**src/rtl/input_conditioner_pkg.sv**
```systemverilog
// input_conditioner_pkg
// Shared types and default constants for the input conditioner and its
// reusable synchronizer.
//   cond_state_t        : debounce FSM state encoding
//   SYNC_STAGES_DEF     : default synchronizer depth
//   DEBOUNCE_CYCLES_DEF : default number of stable samples before a change
package input_conditioner_pkg;

  typedef enum logic [1:0] {
    IDLE_LO = 2'd0,
    WAIT_HI = 2'd1,
    IDLE_HI = 2'd2,
    WAIT_LO = 2'd3
  } cond_state_t;

  localparam int SYNC_STAGES_DEF     = 2;
  localparam int DEBOUNCE_CYCLES_DEF = 16;

endpackage

```
**src/rtl/input_conditioner_if.sv**
```systemverilog
// input_conditioner_if
// Bundles the conditioner's data-path signals.
//   din_async  : raw asynchronous level (into the conditioner)
//   en         : synchronous enable (into the conditioner)
//   dout       : debounced registered level
//   rise_pulse : one-cycle pulse on dout 0->1
//   fall_pulse : one-cycle pulse on dout 1->0
//   busy       : debounce in progress
// master = the side producing din_async/en, slave = the conditioner.
interface input_conditioner_if;
  logic din_async;
  logic en;
  logic dout;
  logic rise_pulse;
  logic fall_pulse;
  logic busy;

  modport master (
    output din_async, en,
    input  dout, rise_pulse, fall_pulse, busy
  );

  modport slave (
    input  din_async, en,
    output dout, rise_pulse, fall_pulse, busy
  );
endinterface

```
**src/rtl/input_conditioner_sync_chain.sv**
```systemverilog
// sync_chain
// Multi-flop synchronizer bringing an asynchronous level into the clk domain.
//   clk : clock
//   rst : synchronous active-high reset, clears every stage
//   d   : asynchronous input
//   q   : synchronized output (last stage)
module sync_chain #(
  parameter int STAGES = 2
) (
  input  logic clk,
  input  logic rst,
  input  logic d,
  output logic q
);

  logic [STAGES-1:0] sync_r;

  // Shift the input through the chain every cycle.
  always_ff @(posedge clk) begin
    if (rst) begin
      sync_r <= {STAGES{1'b0}};
    end else begin
      sync_r <= {sync_r[STAGES-2:0], d};
    end
  end

  assign q = sync_r[STAGES-1];

endmodule

```
**src/rtl/input_conditioner.sv**
```systemverilog
// input_conditioner
// Synchronizes and debounces an external level, producing a clean registered
// level and single-cycle rise/fall pulses for downstream storage elements.
//   clk : clock
//   rst : synchronous active-high reset
//   bus : slave side of input_conditioner_if (din_async, en in;
//         dout, rise_pulse, fall_pulse, busy out)
module input_conditioner
  import input_conditioner_pkg::*;
#(
  parameter int SYNC_STAGES     = SYNC_STAGES_DEF,
  parameter int DEBOUNCE_CYCLES = DEBOUNCE_CYCLES_DEF,
  parameter int CNT_W           = $clog2(DEBOUNCE_CYCLES + 1)
) (
  input  logic                  clk,
  input  logic                  rst,
  input_conditioner_if.slave    bus
);

  localparam logic [CNT_W-1:0] CNT_LAST = CNT_W'(DEBOUNCE_CYCLES - 1);
  localparam logic [CNT_W-1:0] CNT_ZERO = CNT_W'(0);
  localparam logic [CNT_W-1:0] CNT_ONE  = CNT_W'(1);
  // With a single required sample the WAIT states are skipped entirely.
  localparam bit DIRECT = (DEBOUNCE_CYCLES == 1);

  logic             sync_s;
  cond_state_t      state_r;
  logic [CNT_W-1:0] cnt_r;
  logic             dout_r;
  logic             rise_r;
  logic             fall_r;

  sync_chain #(
    .STAGES (SYNC_STAGES)
  ) u_sync (
    .clk (clk),
    .rst (rst),
    .d   (bus.din_async),
    .q   (sync_s)
  );

  // Debounce FSM, counter and registered outputs.
  always_ff @(posedge clk) begin
    if (rst) begin
      state_r <= IDLE_LO;
      cnt_r   <= CNT_ZERO;
      dout_r  <= 1'b0;
      rise_r  <= 1'b0;
      fall_r  <= 1'b0;
    end else if (!bus.en) begin
      // Freeze: state, count and level hold; pulses are suppressed.
      rise_r  <= 1'b0;
      fall_r  <= 1'b0;
    end else begin
      rise_r  <= 1'b0;
      fall_r  <= 1'b0;
      case (state_r)
        IDLE_LO: begin
          if (sync_s) begin
            if (DIRECT) begin
              state_r <= IDLE_HI;
              cnt_r   <= CNT_ZERO;
              dout_r  <= 1'b1;
              rise_r  <= 1'b1;
            end else begin
              state_r <= WAIT_HI;
              cnt_r   <= CNT_ONE;
            end
          end
        end
        WAIT_HI: begin
          if (!sync_s) begin
            state_r <= IDLE_LO;
            cnt_r   <= CNT_ZERO;
          end else if (cnt_r == CNT_LAST) begin
            state_r <= IDLE_HI;
            cnt_r   <= CNT_ZERO;
            dout_r  <= 1'b1;
            rise_r  <= 1'b1;
          end else begin
            cnt_r   <= cnt_r + CNT_ONE;
          end
        end
        IDLE_HI: begin
          if (!sync_s) begin
            if (DIRECT) begin
              state_r <= IDLE_LO;
              cnt_r   <= CNT_ZERO;
              dout_r  <= 1'b0;
              fall_r  <= 1'b1;
            end else begin
              state_r <= WAIT_LO;
              cnt_r   <= CNT_ONE;
            end
          end
        end
        WAIT_LO: begin
          if (sync_s) begin
            state_r <= IDLE_HI;
            cnt_r   <= CNT_ZERO;
          end else if (cnt_r == CNT_LAST) begin
            state_r <= IDLE_LO;
            cnt_r   <= CNT_ZERO;
            dout_r  <= 1'b0;
            fall_r  <= 1'b1;
          end else begin
            cnt_r   <= cnt_r + CNT_ONE;
          end
        end
        default: begin
          state_r <= IDLE_LO;
          cnt_r   <= CNT_ZERO;
          dout_r  <= 1'b0;
        end
      endcase
    end
  end

  assign bus.dout       = dout_r;
  assign bus.rise_pulse = rise_r;
  assign bus.fall_pulse = fall_r;
  assign bus.busy       = (state_r == WAIT_HI) || (state_r == WAIT_LO);

endmodule

```
**src/flat_wrapper.sv**
```systemverilog
// flat-port wrapper written by rule: the top's interface ports become plain ports
module input_conditioner_flat import input_conditioner_pkg::*;
#(
  parameter int SYNC_STAGES     = SYNC_STAGES_DEF,
  parameter int DEBOUNCE_CYCLES = DEBOUNCE_CYCLES_DEF,
  parameter int CNT_W           = $clog2(DEBOUNCE_CYCLES + 1)
)
  (clk, rst, bus_din_async, bus_en, bus_dout, bus_rise_pulse, bus_fall_pulse, bus_busy);
  input_conditioner_if bus_i ();
  input  logic clk;
  input  logic rst;
  input wire logic [$bits(bus_i.din_async)-1:0] bus_din_async;
  input wire logic [$bits(bus_i.en)-1:0] bus_en;
  output wire logic [$bits(bus_i.dout)-1:0] bus_dout;
  output wire logic [$bits(bus_i.rise_pulse)-1:0] bus_rise_pulse;
  output wire logic [$bits(bus_i.fall_pulse)-1:0] bus_fall_pulse;
  output wire logic [$bits(bus_i.busy)-1:0] bus_busy;
  assign bus_i.din_async = bus_din_async;
  assign bus_i.en = bus_en;
  assign bus_dout = bus_i.dout;
  assign bus_rise_pulse = bus_i.rise_pulse;
  assign bus_fall_pulse = bus_i.fall_pulse;
  assign bus_busy = bus_i.busy;
  input_conditioner #(.SYNC_STAGES(SYNC_STAGES), .DEBOUNCE_CYCLES(DEBOUNCE_CYCLES), .CNT_W(CNT_W)) u_core (.clk(clk), .rst(rst), .bus(bus_i));
endmodule
```
**config.mk**
```make
export PLATFORM = sky130hd
export DESIGN_NAME = input_conditioner_flat
export DESIGN_NICKNAME = d
export VERILOG_FILES = /design/src/rtl/input_conditioner_pkg.sv /design/src/rtl/input_conditioner_if.sv /design/src/rtl/input_conditioner_sync_chain.sv /design/src/rtl/input_conditioner.sv /design/src/flat_wrapper.sv
export SDC_FILE = /design/constraint.sdc
export NUM_CORES = 1
export LEC_CHECK = 0
export CORE_MARGIN = 3
export CORE_UTILIZATION = 36
export DETAILED_ROUTE_END_ITERATION = 8
export PLACE_DENSITY_LB_ADDON = 0.08
export SYNTH_ARGS = -nofsm -noshare
export SYNTH_HDL_FRONTEND = slang
export SYNTH_SLANG_ARGS = --single-unit
```
**constraint.sdc**
```tcl
create_clock -name clk -period 1.73 [get_ports clk]
set_clock_uncertainty 0.15 [all_clocks]
set_input_delay 0.346 -clock clk [delete_from_list [all_inputs] [get_ports clk]]
set_output_delay 0.346 -clock clk [all_outputs]
set_load 0.02 [all_outputs]
```
; After elaboration in Yosys (flattened, before gate mapping)
; Index checks and enable logic that the tools add are counted.
[word_totals]
reg_bits = 12
input_bits = 4
out_inout_bits = 4
wordCells = 50
[classes]
n_addsub = 1
eq_ne = 12
n_mux = 19
n_bitwise = 4
n_reduce_logical = 8
[op_table]
columns = cell, n
row1 = $mux 5, 5
row2 = $pmux 5 s4, 1
row3 = $mux 2, 6
row4 = $ne 2x2->1 const B, 4
row5 = $pmux 2 s4, 1
row6 = $reduce_or 4->1, 2
row7 = $ne 3x2->1 const B, 2
row8 = $reduce_and 6->1, 1
row9 = $add 5x1->5 const B, 1
row10 = $eq 5x4->1 const B, 1
row11 = $mux 1, 5
row12 = $reduce_and 5->1, 1
row13 = $eq 2x2->1 const B, 2
row14 = $ne 2x1->1 const B, 2
row15 = $not 1->1, 4
row16 = $reduce_and 3->1, 1
row17 = $eq 2x1->1 const B, 1
row18 = $logic_not 2->1, 1
row19 = $pmux 1 s2, 1
row20 = $reduce_bool 2->1, 1
row21 = $logic_or 1x1->1, 1

; Logic depth before layout (Yosys ltp)
; Gate-level depths: netlist (run 1).
[logic_depth]
word_depth = 4
mapped_depth = 6
depth_no_buf = 5

; Modules after synthesis
; Synthesis (run 1) repeated with hierarchy kept, for this count alone.
[unflattened]
cells_unflattened = 58
area_unflattened_um2 = 544.3
[modules_own_cells]
columns = module, instances, cells_each, area_each_um2, seq_area_each_um2
row1 = input_conditioner, 1, 54, 491.7, 200.2
row2 = sync_chain, 1, 4, 52.6, 40.0

; Least setup slack after synthesis (run 1)
; Ideal clock, no wire load.
[synth_path]
path_kind = reg2reg
startpoint = register u_core.cnt_r[0]
endpoint = register u_core.cnt_r[0]
setup_ns = 0.086
arrival_ns = 1.325
required_time_ns = 1.494
setup_slack_ns = 0.169
stages_incl_launch_ff = 6
n_path_buf = 1
period_less_slack_ns = 1.561
path_cell_list = dfxtp_1 > ha_1 > and4b_1 > buf_2 > mux2_2 > a211oi_1
[synth_via]
elab_chain_len = 4
elab_cells_between_ends = 6
cone_classes = add/sub (1) / eq/ne (1) / mux (4)
[synth_rtl]
columns = item, line
row1 = "start, declared", input_conditioner.sv:28  ; logic [CNT_W-1:0] cnt_r;
row2 = "start signal, assigned", input_conditioner.sv:81  ; cnt_r <= cnt_r + CNT_ONE;
row3 = "start signal, assigned", input_conditioner.sv:107  ; cnt_r <= cnt_r + CNT_ONE;
row4 = $add 5x1->5 or $eq 5x4->1 (tied branches), n/a
row5 = $mux 5 *, "input_conditioner.sv:75, input_conditioner.sv:101"
row6 = "$mux 5, on equally long branches", "input_conditioner.sv:98, input_conditioner.sv:72"
row7 = $pmux 5 s4 *, input_conditioner.sv:57  ; case (state_r)
; Every way passes the cells marked *; elsewhere a longest branch is shown, timed or not.
; A chain may end at the register's enable or synchronous reset.

; Worst setup path in the final report (run 1)
[layout_path]
startpoint = register u_core.fall_r (netlist: u_core.bus.fall_pulse)
endpoint = output bus_fall_pulse
[layout_rtl]
columns = item, line
row1 = "start, declared", input_conditioner.sv:31  ; logic fall_r;
row2 = "start signal, assigned", input_conditioner.sv:49  ; fall_r <= 1'b0;
row3 = "start signal, assigned", input_conditioner.sv:53  ; fall_r <= 1'b0;
row4 = "start signal, assigned", input_conditioner.sv:56  ; fall_r <= 1'b0;
row5 = "end, declared", flat_wrapper.sv:16  ; output wire logic [$bits(bus_i.fall_pulse)-1:0] bus_fall_pulse;
; No word-level cell between the ends.

==> results of run 1 <==
[power by group]
part | leakage [nW] | switching (mW) | internal, mW | total [mW]
Combinational | 0.131 | 0.0134 | 0.0143 | 0.0277
Sequential | 0.0972 | 0.00327 | 0.279 | 0.283
Clock | 0.0210 | 0.0895 | 0.128 | 0.217
[worst paths after layout]
check,start,to,depth (start not counted)
setup / recovery,u_core.bus.fall_pulse$_SDFF_PP0_,bus_fall_pulse,1
hold / removal,u_core.u_sync.sync_r[0]$_SDFF_PP0_,u_core.u_sync.sync_r[1]$_SDFF_PP0_,1
setup reg to reg,u_core.cnt_r[1]$_SDFFE_PP0P_,u_core.cnt_r[0]$_SDFFE_PP0P_,4
hold reg to reg,u_core.u_sync.sync_r[0]$_SDFF_PP0_,u_core.u_sync.sync_r[1]$_SDFF_PP0_,1
[sequential cells by signal (all words and copies together) (netlist names), named ones only]
name / flops
u_core.bus.dout: 1
u_core.bus.fall_pulse: 1
u_core.bus.rise_pulse: 1
u_core.cnt_r: 5
u_core.state_r: 1
u_core.u_sync.sync_r: 2
[layer usage]
layer  GRT usage, %  up-vias  wire, um  part of all wire, %
met1           13.9      206       426                   43
li1               -      214         -                    -
met2           17.7       13       506                   51
met5              0        -         0                    0
met4           7.23        0         7                 0.70
met3           4.15        2        56                  5.6
[logic make-up after synthesis]
group / synth area share [%]
AO/OA/AOI/OAI: 17.1
XOR/XNOR: 3.13
adder cells (fa/ha/maj): 2.41
buffers and inverters: 3.37
flip-flops: 46.3
multiplexers: 6.02
AND/OR/NAND/NOR: 21.7
[area by class of cell]
class                   count  share of cell area, %
multi-input cells          37                   41.0
flip-flops and latches     12                   37.5
repair buffers              9                   12.9
clock buffers               4                   5.66
well taps                  15                   2.93
[synthesized netlist by cell type (all sizes together) (2+ instances only)]
cell / n
dfxtp: 12
nor2: 5
a31oi: 4
nand2: 3
nor2b: 3
a211oi: 2
a21oi: 2
and2: 2
mux2i: 2
nor4b: 2
[metrics by stage]
stage	util [%]	std cells	hold WS [ps]	cell area, um2	TNS, ps
finish	48.0	77	299	641	0
floorplan	-	52	264	519	0
global route	48.0	77	305	641	0
CTS	47.9	77	304	639	0
detailed placement	45.4	73	289	606	-5.40
global placement	45.4	73	291	606	0
[what timing repair did]
item	CTS	global route
resized for setup	2	1
setup endpoints to repair	2	2
buffers inserted	0	0
endpoints found under the hold margin	0	0
==> summary.txt, run 1 <==
Post-synth EDFFs = 0
Min-Delay Path Class = reg2reg
FMAX = 596 MHz
Height of the die = 44.0 um
Clock root buffer = clkbuf_4
CTS tree = built
Die ar. = 1930 um2
Reg area = 240 um2
CP max-delay cell = clkdlybuf4s50_1
Yosys cell types = 26
Hold Vio Cnt, Final = 0
Final min period = 1680 ps
# Max-Cap Violations = 0
Fin. max-slew vios = 0
Post-synth ARST share = 0%
Via density = 5.65
DRT iter0 DRCs = 11
DRT Wirelength = 997 um
I/O Buffers = 7
Worst-path clk slew = 70 ps
Sequential-to-total area share from yosys stat = 46.3%
Yosys top cell by area = dfxtp_1
Yosys warning count = 0
Crit path largest cell delay = 600 ps
Die W = 44.0 um
Num rows = 13
Core area = 1330 um2
Drt first pass iters = 4
Clock Latency Late Sink = 270 ps
DRC viols = 0
Number of CTS-inserted buffers = 3
# IOs = 8
Fill cells = 135
Remaining global-route overflow = 0
Vias in the first global route = 392
Synth top area share = 46.3%
Reg2reg setup slack = 110 ps
Starting Density = 38.9%
# setup viols final = 0
CTS max path bufs = 2
Antenna diodes = 0
Clock Sink Count = 12
Synthesized flop and latch total = 12
Dpl hpwl = 749 um
Syn avg cell area = 9.99 um2
CP max FO = 1
Via count = 435
Crit path setup slack, layout = 52.8 ps
Crit path DAT = 1180 ps
Max VDD drop = 0.475 mV
Routed len/inst = 12.9 um
Unrepaired setup endpoints after global routing = no
RePlAce Congestion = 0.740
Buf+Inv Stages, Crit Path = 1
CP Cell Sequence = clkdlybuf4s50_1
Setup WS pre-CTS = -5.40 ps
Synth area leaders = dfxtp_1 46%, a31oi_1 4.8%, mux2i_1 3.9%
First-pass GRT wire length = 1.61 mm
Leak = 0.250 nW
Worst-Margin Slew = 436 ps
CTS Hold Bufs = 0
Critical Path RT = 1230 ps
Multi-input gate area = 263 um2
Most frequent cells in the layout = 12 x dfxtp_1, 5 x nor2_1, 5 x clkdlybuf4s50_1
Initial antenna violation count = 0
Syn nets = 57
Cell area after synthesis = 519 um2
H-tree Lvls = 1
Area delta synth->final = 23.4%
Layout net count = 68
Largest net degree at the start of global routing = 13
P per Cell Area = 824 nW/um2
CP Launch Type = register
Most common cell after layout, fill and taps aside = dfxtp_1
Antenna Nets Post-Route = 0
Layout cells sized above 1 = 17.7%
Main flop type after synthesis = dfxtp_1
Outcome = completed
Final period util = 96.9%
Cells after synthesis = 52
Relative slew slack = 70.6%
Tot Pwr = 0.528 mW
Crit path max-delay family = buffers and inverters
Setup Crit Path Kind = reg2out
Worst setup EP type = output port
Total GRT Usage = 11.7%
(Power assumes the default switching activity.)
==> inputs of run 2 (changes only) <==
- CTS_CLUSTER_DIAMETER: not set -> 200
- SLEW_MARGIN: not set -> 20
==> results of run 2 <==
No change in the layout: final DEF, timing and power equal those of run 1.
